==> config.mk <==
export PLATFORM = sky130hd
export DESIGN_NAME = instr_encode_loader
export DESIGN_NICKNAME = d
export VERILOG_FILES = /design/src/rtl/instr_encode_loader_pkg.sv /design/src/rtl/instr_encoder.sv /design/src/rtl/instr_encode_loader.sv
export SDC_FILE = /design/constraint.sdc
export NUM_CORES = 1
export LEC_CHECK = 0
export ABC_AREA = 1
export CAP_MARGIN = 0
export CORE_ASPECT_RATIO = 1.75
export CORE_MARGIN = 8
export CORE_UTILIZATION = 40
export DETAILED_ROUTE_END_ITERATION = 8
export PLACE_DENSITY = 0.66
export SLEW_MARGIN = 20
export SYNTH_ARGS = -nofsm -noshare
export SYNTH_HDL_FRONTEND = slang
export SYNTH_SLANG_ARGS = --single-unit
==> constraint.sdc <==
create_clock -name clk -period 2.8 [get_ports clk]
set_clock_uncertainty 0.15 [all_clocks]
set_input_delay 0.56 -clock clk [delete_from_list [all_inputs] [get_ports clk]]
set_output_delay 0.56 -clock clk [all_outputs]
set_load 0.01 [all_outputs]
==> src/rtl/instr_encode_loader_pkg.sv <==
// Shared RV32I encoding constants, mnemonic enum and immediate range helper
// for instr_encode_loader and its instr_encoder sub-module.
package instr_encode_loader_pkg;

  typedef enum logic [3:0] {
    OP_ADD  = 4'd0,
    OP_SUB  = 4'd1,
    OP_AND  = 4'd2,
    OP_OR   = 4'd3,
    OP_XOR  = 4'd4,
    OP_ADDI = 4'd5,
    OP_LW   = 4'd6,
    OP_SW   = 4'd7,
    OP_BEQ  = 4'd8,
    OP_JAL  = 4'd9,
    OP_JALR = 4'd10,
    OP_LUI  = 4'd11
  } instr_op_e;

  typedef enum logic [6:0] {
    OPC_OP     = 7'b0110011,
    OPC_OP_IMM = 7'b0010011,
    OPC_LOAD   = 7'b0000011,
    OPC_STORE  = 7'b0100011,
    OPC_BRANCH = 7'b1100011,
    OPC_JAL    = 7'b1101111,
    OPC_JALR   = 7'b1100111,
    OPC_LUI    = 7'b0110111
  } op_code_e;

  localparam logic [2:0] F3_ADD_SUB = 3'b000;
  localparam logic [2:0] F3_XOR     = 3'b100;
  localparam logic [2:0] F3_OR      = 3'b110;
  localparam logic [2:0] F3_AND     = 3'b111;
  localparam logic [2:0] F3_ADDI    = 3'b000;
  localparam logic [2:0] F3_WORD    = 3'b010;
  localparam logic [2:0] F3_BEQ     = 3'b000;
  localparam logic [2:0] F3_JALR    = 3'b000;

  localparam logic [6:0] F7_BASE = 7'b0000000;
  localparam logic [6:0] F7_SUB  = 7'b0100000;

  localparam logic [31:0] NOP_WORD = 32'h0000_0013;

  localparam int signed IMM12_MIN = -2048;
  localparam int signed IMM12_MAX = 2047;
  localparam int signed IMM_B_MIN = -4096;
  localparam int signed IMM_B_MAX = 4094;
  localparam int signed IMM_J_MIN = -(1 << 20);
  localparam int signed IMM_J_MAX = (1 << 20) - 2;

  function automatic logic imm_ok(input logic signed [31:0] v,
                                  input int signed lo,
                                  input int signed hi,
                                  input logic need_even);
    return (v >= lo) && (v <= hi) && !(need_even && v[0]);
  endfunction

endpackage

==> src/rtl/instr_encoder.sv <==
// Combinational RV32I encoder: mnemonic, registers and immediate to a
// 32-bit word; illegal immediates or ops yield NOP with imm_err set.
module instr_encoder
  import instr_encode_loader_pkg::*;
(
  input  instr_op_e          op,
  input  logic [4:0]         rd,
  input  logic [4:0]         rs1,
  input  logic [4:0]         rs2,
  input  logic signed [31:0] imm,
  output logic [31:0]        word,
  output logic               imm_err
);

  always_comb begin
    word    = NOP_WORD;
    imm_err = 1'b0;
    case (op)
      OP_ADD: word = {F7_BASE, rs2, rs1, F3_ADD_SUB, rd, OPC_OP};
      OP_SUB: word = {F7_SUB,  rs2, rs1, F3_ADD_SUB, rd, OPC_OP};
      OP_AND: word = {F7_BASE, rs2, rs1, F3_AND,     rd, OPC_OP};
      OP_OR:  word = {F7_BASE, rs2, rs1, F3_OR,      rd, OPC_OP};
      OP_XOR: word = {F7_BASE, rs2, rs1, F3_XOR,     rd, OPC_OP};
      OP_ADDI, OP_LW, OP_JALR: begin
        if (imm_ok(imm, IMM12_MIN, IMM12_MAX, 1'b0)) begin
          if (op == OP_ADDI)    word = {imm[11:0], rs1, F3_ADDI, rd, OPC_OP_IMM};
          else if (op == OP_LW) word = {imm[11:0], rs1, F3_WORD, rd, OPC_LOAD};
          else                  word = {imm[11:0], rs1, F3_JALR, rd, OPC_JALR};
        end else begin
          imm_err = 1'b1;
        end
      end
      OP_SW: begin
        if (imm_ok(imm, IMM12_MIN, IMM12_MAX, 1'b0))
          word = {imm[11:5], rs2, rs1, F3_WORD, imm[4:0], OPC_STORE};
        else
          imm_err = 1'b1;
      end
      // Branch and jump offsets are in bytes; bit 0 is implied zero.
      OP_BEQ: begin
        if (imm_ok(imm, IMM_B_MIN, IMM_B_MAX, 1'b1))
          word = {imm[12], imm[10:5], rs2, rs1, F3_BEQ, imm[4:1], imm[11], OPC_BRANCH};
        else
          imm_err = 1'b1;
      end
      OP_JAL: begin
        if (imm_ok(imm, IMM_J_MIN, IMM_J_MAX, 1'b1))
          word = {imm[20], imm[10:1], imm[11], imm[19:12], rd, OPC_JAL};
        else
          imm_err = 1'b1;
      end
      OP_LUI: word = {imm[31:12], rd, OPC_LUI};
      default: imm_err = 1'b1;
    endcase
  end

endmodule

==> src/rtl/instr_encode_loader.sv <==
// RV32I encoder with in-order program buffer and registered byte-PC fetch port.
// Optional INSTR_CHECKSUM_EN adds an XOR checksum of all stored words.
module instr_encode_loader
  import instr_encode_loader_pkg::*;
#(
  parameter int DEPTH  = 32,
  parameter int ADDR_W = $clog2(DEPTH)
)
(
  input  logic              clk,
  input  logic              reset_n,
  input  logic              clear,
  input  logic              enc_valid,
  output logic              enc_ready,
  input  logic [3:0]        enc_op,
  input  logic [4:0]        enc_rd,
  input  logic [4:0]        enc_rs1,
  input  logic [4:0]        enc_rs2,
  input  logic [31:0]       enc_imm,
  input  logic              fetch_en,
  input  logic [31:0]       fetch_addr,
  output logic [31:0]       fetch_instr,
  output logic              fetch_valid,
  output logic [ADDR_W:0]   word_count,
  output logic              full,
  output logic              err_imm
`ifdef INSTR_CHECKSUM_EN
  ,output logic [31:0]      checksum
`endif
);

  localparam logic [ADDR_W:0] DEPTH_CNT = (ADDR_W+1)'(DEPTH);

  logic [31:0]       mem [DEPTH];
  logic [ADDR_W-1:0] wr_ptr;
  logic [31:0]       enc_word;
  logic              enc_err;
  logic              accept;
  logic [ADDR_W-1:0] fetch_idx;
  logic              fetch_hit;
  logic              unused_addr_lsb;

  instr_encoder u_encoder (
    .op      (instr_op_e'(enc_op)),
    .rd      (enc_rd),
    .rs1     (enc_rs1),
    .rs2     (enc_rs2),
    .imm     (enc_imm),
    .word    (enc_word),
    .imm_err (enc_err)
  );

  assign full      = (word_count == DEPTH_CNT);
  assign enc_ready = !full && !clear;
  assign accept    = enc_valid && enc_ready;

  // Encode stage boundary: word lands in memory on the accepting edge.
  always_ff @(posedge clk) begin
    if (accept) mem[wr_ptr] <= enc_word;
  end

  always_ff @(posedge clk or negedge reset_n) begin
    if (!reset_n) begin
      word_count <= '0;
      wr_ptr     <= '0;
      err_imm    <= 1'b0;
    end else if (clear) begin
      word_count <= '0;
      wr_ptr     <= '0;
      err_imm    <= 1'b0;
    end else if (accept) begin
      word_count <= word_count + (ADDR_W+1)'(1);
      wr_ptr     <= wr_ptr + ADDR_W'(1);
      err_imm    <= err_imm | enc_err;
    end
  end

`ifdef INSTR_CHECKSUM_EN
  always_ff @(posedge clk or negedge reset_n) begin
    if (!reset_n)    checksum <= '0;
    else if (clear)  checksum <= '0;
    else if (accept) checksum <= checksum ^ enc_word;
  end
`endif

  // Word index ignores byte offset; anything past the buffer or past the
  // stored program (pre-edge count) reads back as NOP.
  assign fetch_idx       = fetch_addr[ADDR_W+1:2];
  assign fetch_hit       = ((fetch_addr >> (ADDR_W + 2)) == 32'd0) &&
                           ({1'b0, fetch_idx} < word_count);
  assign unused_addr_lsb = ^fetch_addr[1:0];

  // Fetch stage boundary: one-cycle registered read.
  always_ff @(posedge clk or negedge reset_n) begin
    if (!reset_n) begin
      fetch_instr <= '0;
      fetch_valid <= 1'b0;
    end else begin
      fetch_valid <= fetch_en;
      if (fetch_en) fetch_instr <= fetch_hit ? mem[fetch_idx] : NOP_WORD;
    end
  end

endmodule

Word level (Yosys, flattened, before mapping)
Memory sizes are Yosys's and may differ from the RTL's.
Cells that the tools add are included.
{ "word_totals": {"ff_bits": 45, "ram_bits": 1024, "output_inout_bits": 42, "memories": 1} }
{ "memory_table": {"columns": ["name", "depth", "word_bits", "read_ports", "rd_ports_with_merged_regs", "wr", "line_no", "rtl"], "rows": [
  ["mem", 32, 32, 1, 0, 1, "instr_encode_loader.sv:34", "logic [31:0] mem [DEPTH];"]
]} }
{ "classes": {"addsub": 2, "magnitude_cmp": 7, "eq_ne": 12, "mux": 20, "bitwise_logic": 1, "n_reduce_logical": 17} }
{ "op_table": {"columns": ["op", "n"], "rows": [
  ["case mux 32 bit (10 select lines)", 1],
  ["2-to-1 mux 32 bit", 5],
  [">= comparator 32 x 12 -> 1 bit, second input constant", 1],
  [">= comparator 32 x 13 -> 1 bit, second input constant", 1],
  [">= comparator 32 x 21 -> 1 bit, second input constant", 1],
  ["<= comparator 32 x 12 -> 1 bit, second input constant", 1],
  ["<= comparator 32 x 13 -> 1 bit, second input constant", 1],
  ["<= comparator 32 x 21 -> 1 bit, second input constant", 1],
  ["zero test 32 bit", 1],
  ["2-to-1 mux 14 bit", 2],
  ["equality test 4 x 3 -> 1 bit, second input constant", 4],
  ["equality test 4 bit, second input constant", 4],
  ["2-to-1 mux 6 bit", 2],
  ["2-to-1 mux 5 bit", 2],
  ["equality test 4 x 2 -> 1 bit, second input constant", 2],
  ["logical AND 1 bit", 8],
  ["2-to-1 mux 1 bit", 7],
  ["adder 6 x 1 -> 6 bit, second input constant", 1],
  ["equality test 6 bit, second input constant", 1],
  ["< comparator 5 x 6 -> 1 bit", 1],
  ["OR reduction 6 bit", 1],
  ["adder 5 x 1 -> 5 bit, second input constant", 1],
  ["equality test 4 x 1 -> 1 bit, second input constant", 1],
  ["zero test 4 bit", 1],
  ["other kinds (6)", 8]
]} }

Logic depth before layout (Yosys ltp)
{ "logic_depth": {"depth_word": 8, "depth_mapped": 13, "depth_no_buf": 12} }

Hierarchy
From an unflattened synthesis, not the netlist that was laid out.
{ "unflattened": {"hier_cells": 3887, "area_unflattened_um2": 44342.5} }
{ "modules_own_cells": {"columns": ["mod", "n_inst", "cells_per_inst", "area_per_inst_um2", "seq_area_each_um2"], "rows": [
  ["instr_encode_loader", 1, 3632, 43196.4, 31875.6],
  ["instr_encoder", 1, 255, 1146.1, 0.0]
]} }

Worst setup path after synthesis
Ideal clock, no wire load.
{ "synth_path": {"kind": "register to register", "startpoint": "register word_count[0]", "endpoint": "memory mem[0][10], enable pin", "setup_ps": 417, "arrival_ps": 2774, "required_ps": 2233, "setup_slack_ps": -541, "stages_incl_launch_ff": 10, "n_path_buf": 0, "period_less_slack_ps": 3341, "cell_sequence": "dfrtp_1 inv_1 ha_1 nand3_1 inv_1 nor2_1 nand2_1 inv_1 nand2_1 nor2_1"} }
{ "synth_between": {"elab_chain_len": 6} }
{ "synth_rtl": {"columns": ["element", "line_no", "rtl"], "rows": [
  ["from (decl)", "instr_encode_loader.sv:24", "output logic [ADDR_W:0] word_count,"],
  ["from (signal assigned)", "instr_encode_loader.sv:72", "word_count <= word_count + (ADDR_W+1)'(1);"],
  ["equality test 6 bit", "instr_encode_loader.sv:53", "assign full = (word_count == DEPTH_CNT);"],
  ["via full", "instr_encode_loader.sv:25", "output logic full,"],
  ["zero test 1 bit", "instr_encode_loader.sv:54", "assign enc_ready = !full && !clear;"],
  ["logical AND 1 bit", "instr_encode_loader.sv:54", null],
  ["via enc_ready", "instr_encode_loader.sv:14", "output logic enc_ready,"],
  ["logical AND 1 bit", "instr_encode_loader.sv:55", "assign accept = enc_valid && enc_ready;"],
  ["2-to-1 mux 1 bit", "instr_encode_loader.sv:59", "if (accept) mem[wr_ptr] <= enc_word;"],
  ["2-to-1 mux 1 bit (implied by the code)", "instr_encode_loader.sv:59", null],
  ["to (decl)", "instr_encode_loader.sv:34", null]
]} }
The timed path passes the listed nets, and every way through them passes these cells.

Worst setup path after layout
{ "layout_path": {"startpoint": "register word_count[1]", "endpoint": "output port enc_ready"} }
{ "layout_between": {"elab_chain_len": 3} }
{ "layout_rtl": {"columns": ["element", "line_no"], "rows": [
  ["equality test 6 bit", "instr_encode_loader.sv:53"],
  ["zero test 1 bit", "instr_encode_loader.sv:54"],
  ["logical AND 1 bit", "instr_encode_loader.sv:54"],
  ["to (decl)", "instr_encode_loader.sv:14"]
]} }
Every way passes these cells.

==> results by group <==
Status
  • Outcome: completed

Logic synthesis
  • Post-synthesis cell type count: 44
  • Synthesized Nets: 3491
  • #FFs+latches synth: 1004
  • Asr flop ratio synth: 4.38%
  • Top_reg_cell synth: edfxtp_1
  • EDFF count, synth: 960
  • Synth Area per Inst: 12.1 sq um
  • Warnings from Yosys: 0
  • Post-Syn Area: 41100 sq um
  • Sequential share of the synthesized area: 72.8%
  • Post-Synthesis Cells: 3393

Worst hold path
  • HP Class: input port to flip-flop
  • Hold wc startpoint: fetch_en
  • Hold depth: 2
  • End of the worst hold path: fetch_valid

Floorplanning
  • Chip Height: 440 um
  • Row cnt: 155
  • Io pins: 130
  • Initial Util: 40.3%
  • Core footprint: 102000 sq um
  • Die area: 114000 sq um
  • Chip width: 258 um

Finish
  • Layout Nets: 3763
  • Final Core Density: 48.7%
  • Layout area overhead: 21.0%
  • Share of cells above drive strength 1: 12.5%

Timing
  • # setup viols final: 0
  • RSZ-0062 raised after global routing: no
  • Fmax: 0.376 GHz
  • Worst Tran Pin Value: 768 ps
  • Tcrit/Tclk final: 94.9%
  • Final setup TNS: 0 ps
  • Max-Slew Margin vs Limit: 48.8%
  • Final Max Tran Viols: 0
  • Final hold violation count: 0
  • Final min period: 2660 ps
  • WHS: 212 ps

Setup path
  • Reg-to-reg endpoint: mem[14][18]
  • CP Launch Type: flip-flop
  • Reg2reg path depth: 11
  • FF-to-FF Start: word_count[1]
  • Critical Path AT: 1950 ps
  • Critical Path Sink Type: output pin
  • CP required: 2090 ps
  • Critical Path Fanout Max: 3
  • Reg2Reg Setup Slack: 260 ps
  • Crit path kind: flip-flop to output pin

Placed design
  • IO buf count: 127
  • GPL Wtd Cong: 0.876
  • DPL Wire Length: 76400 um

Power and ir drop
  • Pwr Density: 630 nW/um^2
  • Peak supply drop: 463 uV
  • Leak: 17.8 nW

Global route
  • Number of global-route vias before repair: 28700
  • Global-route wire length before repair: 185000 um
  • Gr ovfl total: 0
  • Initial antenna violation count: 4
  • Total GRT Usage: 22.0%
  • Largest net degree at the start of global routing: 110

Route
  • Drt first-iter violations: 3040
  • Drt first pass iters: 6
  • DR DRC count: 0
  • Vias: 29000
  • DR WL/cell: 25.1 um
  • Vias per cell: 5.71
  • Final antenna-violating net count: 0
  • Routed wire length: 127000 um

Clock network
  • H-tree depth: 3
  • CTS Root Cell: clkbuf_16
  • Bufs on Longest Clock Path: 3
  • TritonCTS Buffers: 88
  • CTS tree: built
  • # clock sinks: 1004
  • Clk slew on worst S/H paths: 70 ps
  • Worst skew pair latency: 700 ps

Flow run
  • Maxcap violations: 0
[cell families (layout without fill, tap and decap cells)]
group	Yosys count	in the layout	share of synthesized area, %
other	0	2	0
xor gates and xnor gates	4	4	0.0853
and+or+nand+nor	1577	1577	16.1
DFF	1004	1004	72.8
buffers and inverters	273	618	3.12
adders and majority gates	10	10	0.305
AOI/OAI and AO/OA	525	525	7.55
[repair_timing]
| item | CTS | global route |
|---|---|---|
| gates resized for setup | 2 | 0 |
| hold buffers | 1 | 0 |
| endpoints found under the setup margin | 2 | 1 |
| endpoints found under the hold margin | 23 | 0 |
| buffers inserted | 0 | 2 |
| gates cloned | 0 | 0 |
[cell type report]
| cell class | instances | area, sq um |
|---|---|---|
| Tap cell | 1334 | 1670 |
| Timing Repair Buffer | 402 | 4810 |
| Fill cell | 8869 | 52300 |
| Inverter | 53 | 225 |
| Clock buffer | 105 | 2340 |
| Multi-Input combinational cell | 2116 | 10200 |
| Sequential cell | 1004 | 29900 |
| Antenna cell | 2 | 5.00 |
| Clock inverter | 58 | 581 |
[state kept, by name, summed over array words and instances (netlist names)]
register,count
mem,960
fetch_instr,31
word_count,6
wr_ptr,5
err_imm,1
fetch_valid,1
[metrics by stage]
stage / setup WS, ps / cell area [sq um] / total power [mW] / cells
CTS: 61.2 / 49700 / 31.4 / 5070
floorplan: -327 / 41300 / 18.2 / 3393
detailed placement: -273 / 46800 / 19.3 / 4906
global route: 1.54 / 49700 / 32.2 / 5074
global placement: -257 / 46800 / 19.3 / 4906
finish: 142 / 49700 / 31.3 / 5074
[critical path, stage by stage (launching register included)]
cell	delay, ps
dfrtp_1	390
inv_1	90
ha_1	190
nand3_1	80
inv_1	50
nor2_1	140
dlygate4sd2_1	300
[synth_stat cells, types with 2 or more instances]
cell	number	area, sq um
inv_1	50	188
a22o_1	5	43.8
o22ai_1	6	37.5
o211ai_1	14	105
clkbuf_1	46	173
o221ai_1	9	78.8
xor2_1	3	26.3
nand3b_1	2	15.0
ha_1	10	125
or2_2	2	12.5
buf_1	26	97.6
dfrtp_1	44	1100
nor4_1	7	43.8
nor2_1	123	462
o21bai_1	2	15.0
edfxtp_1	960	28800
o2111ai_1	2	17.5
nand2_1	943	3540
a21oi_1	286	1430
nand3_1	484	2420
o21ai_0	55	275
nand2_2	4	25.0
a22oi_1	139	1040
buf_6	6	67.6
buf_4	13	97.6
nor3_1	4	20.0
nand4_1	3	18.8
buf_2	129	646
[routing by layer]
layer	GRT usage [%]	wire, um	up-vias
met5	0	13	-
met2	38.5	64400	1499
met4	12.0	7160	2
li1	-	-	12800
met3	3.24	10200	369
met1	25.7	45400	14300
[worst max-delay path by stage]
stage	startpoint	end	slack [ps]	cells after the start
3_3_place_gp	enc_imm[31]	mem[17][5]	-260	13
2_1_floorplan	enc_op[3]	mem[0][25]	-330	7
3_5_place_dp	enc_imm[31]	mem[13][8]	-270	10
5_1_grt	word_count[1]	enc_ready	2	6
6_report	word_count[1]	enc_ready	140	6
4_1_cts	word_count[1]	enc_ready	60	6
[where the power goes]
group | switching [mW] | leakage [nW] | internal (mW) | total (mW)
clock | 5.61 | 1.40 | 6.70 | 12.3
combinational | 1.60 | 7.00 | 0.835 | 2.43
sequential | 0.0226 | 9.39 | 16.6 | 16.6
total | 7.23 | 17.8 | 24.1 | 31.3
[layout by cell type (no fill, tap or decap), types with 33 or more instances in the layout]
cell type / Yosys / final
edfxtp_1: 960 / 960
nand2_1: 943 / 943
nand3_1: 484 / 484
a21oi_1: 286 / 286
buf_4: 13 / 157
a22oi_1: 139 / 139
buf_12: 0 / 119
clkdlybuf4s50_1: 0 / 118
nor2_1: 123 / 91
clkbuf_16: 0 / 89
o21ai_0: 55 / 50
inv_1: 50 / 49
dfrtp_1: 44 / 44
nor2_4: 1 / 33
(Power assumes the default switching activity.)
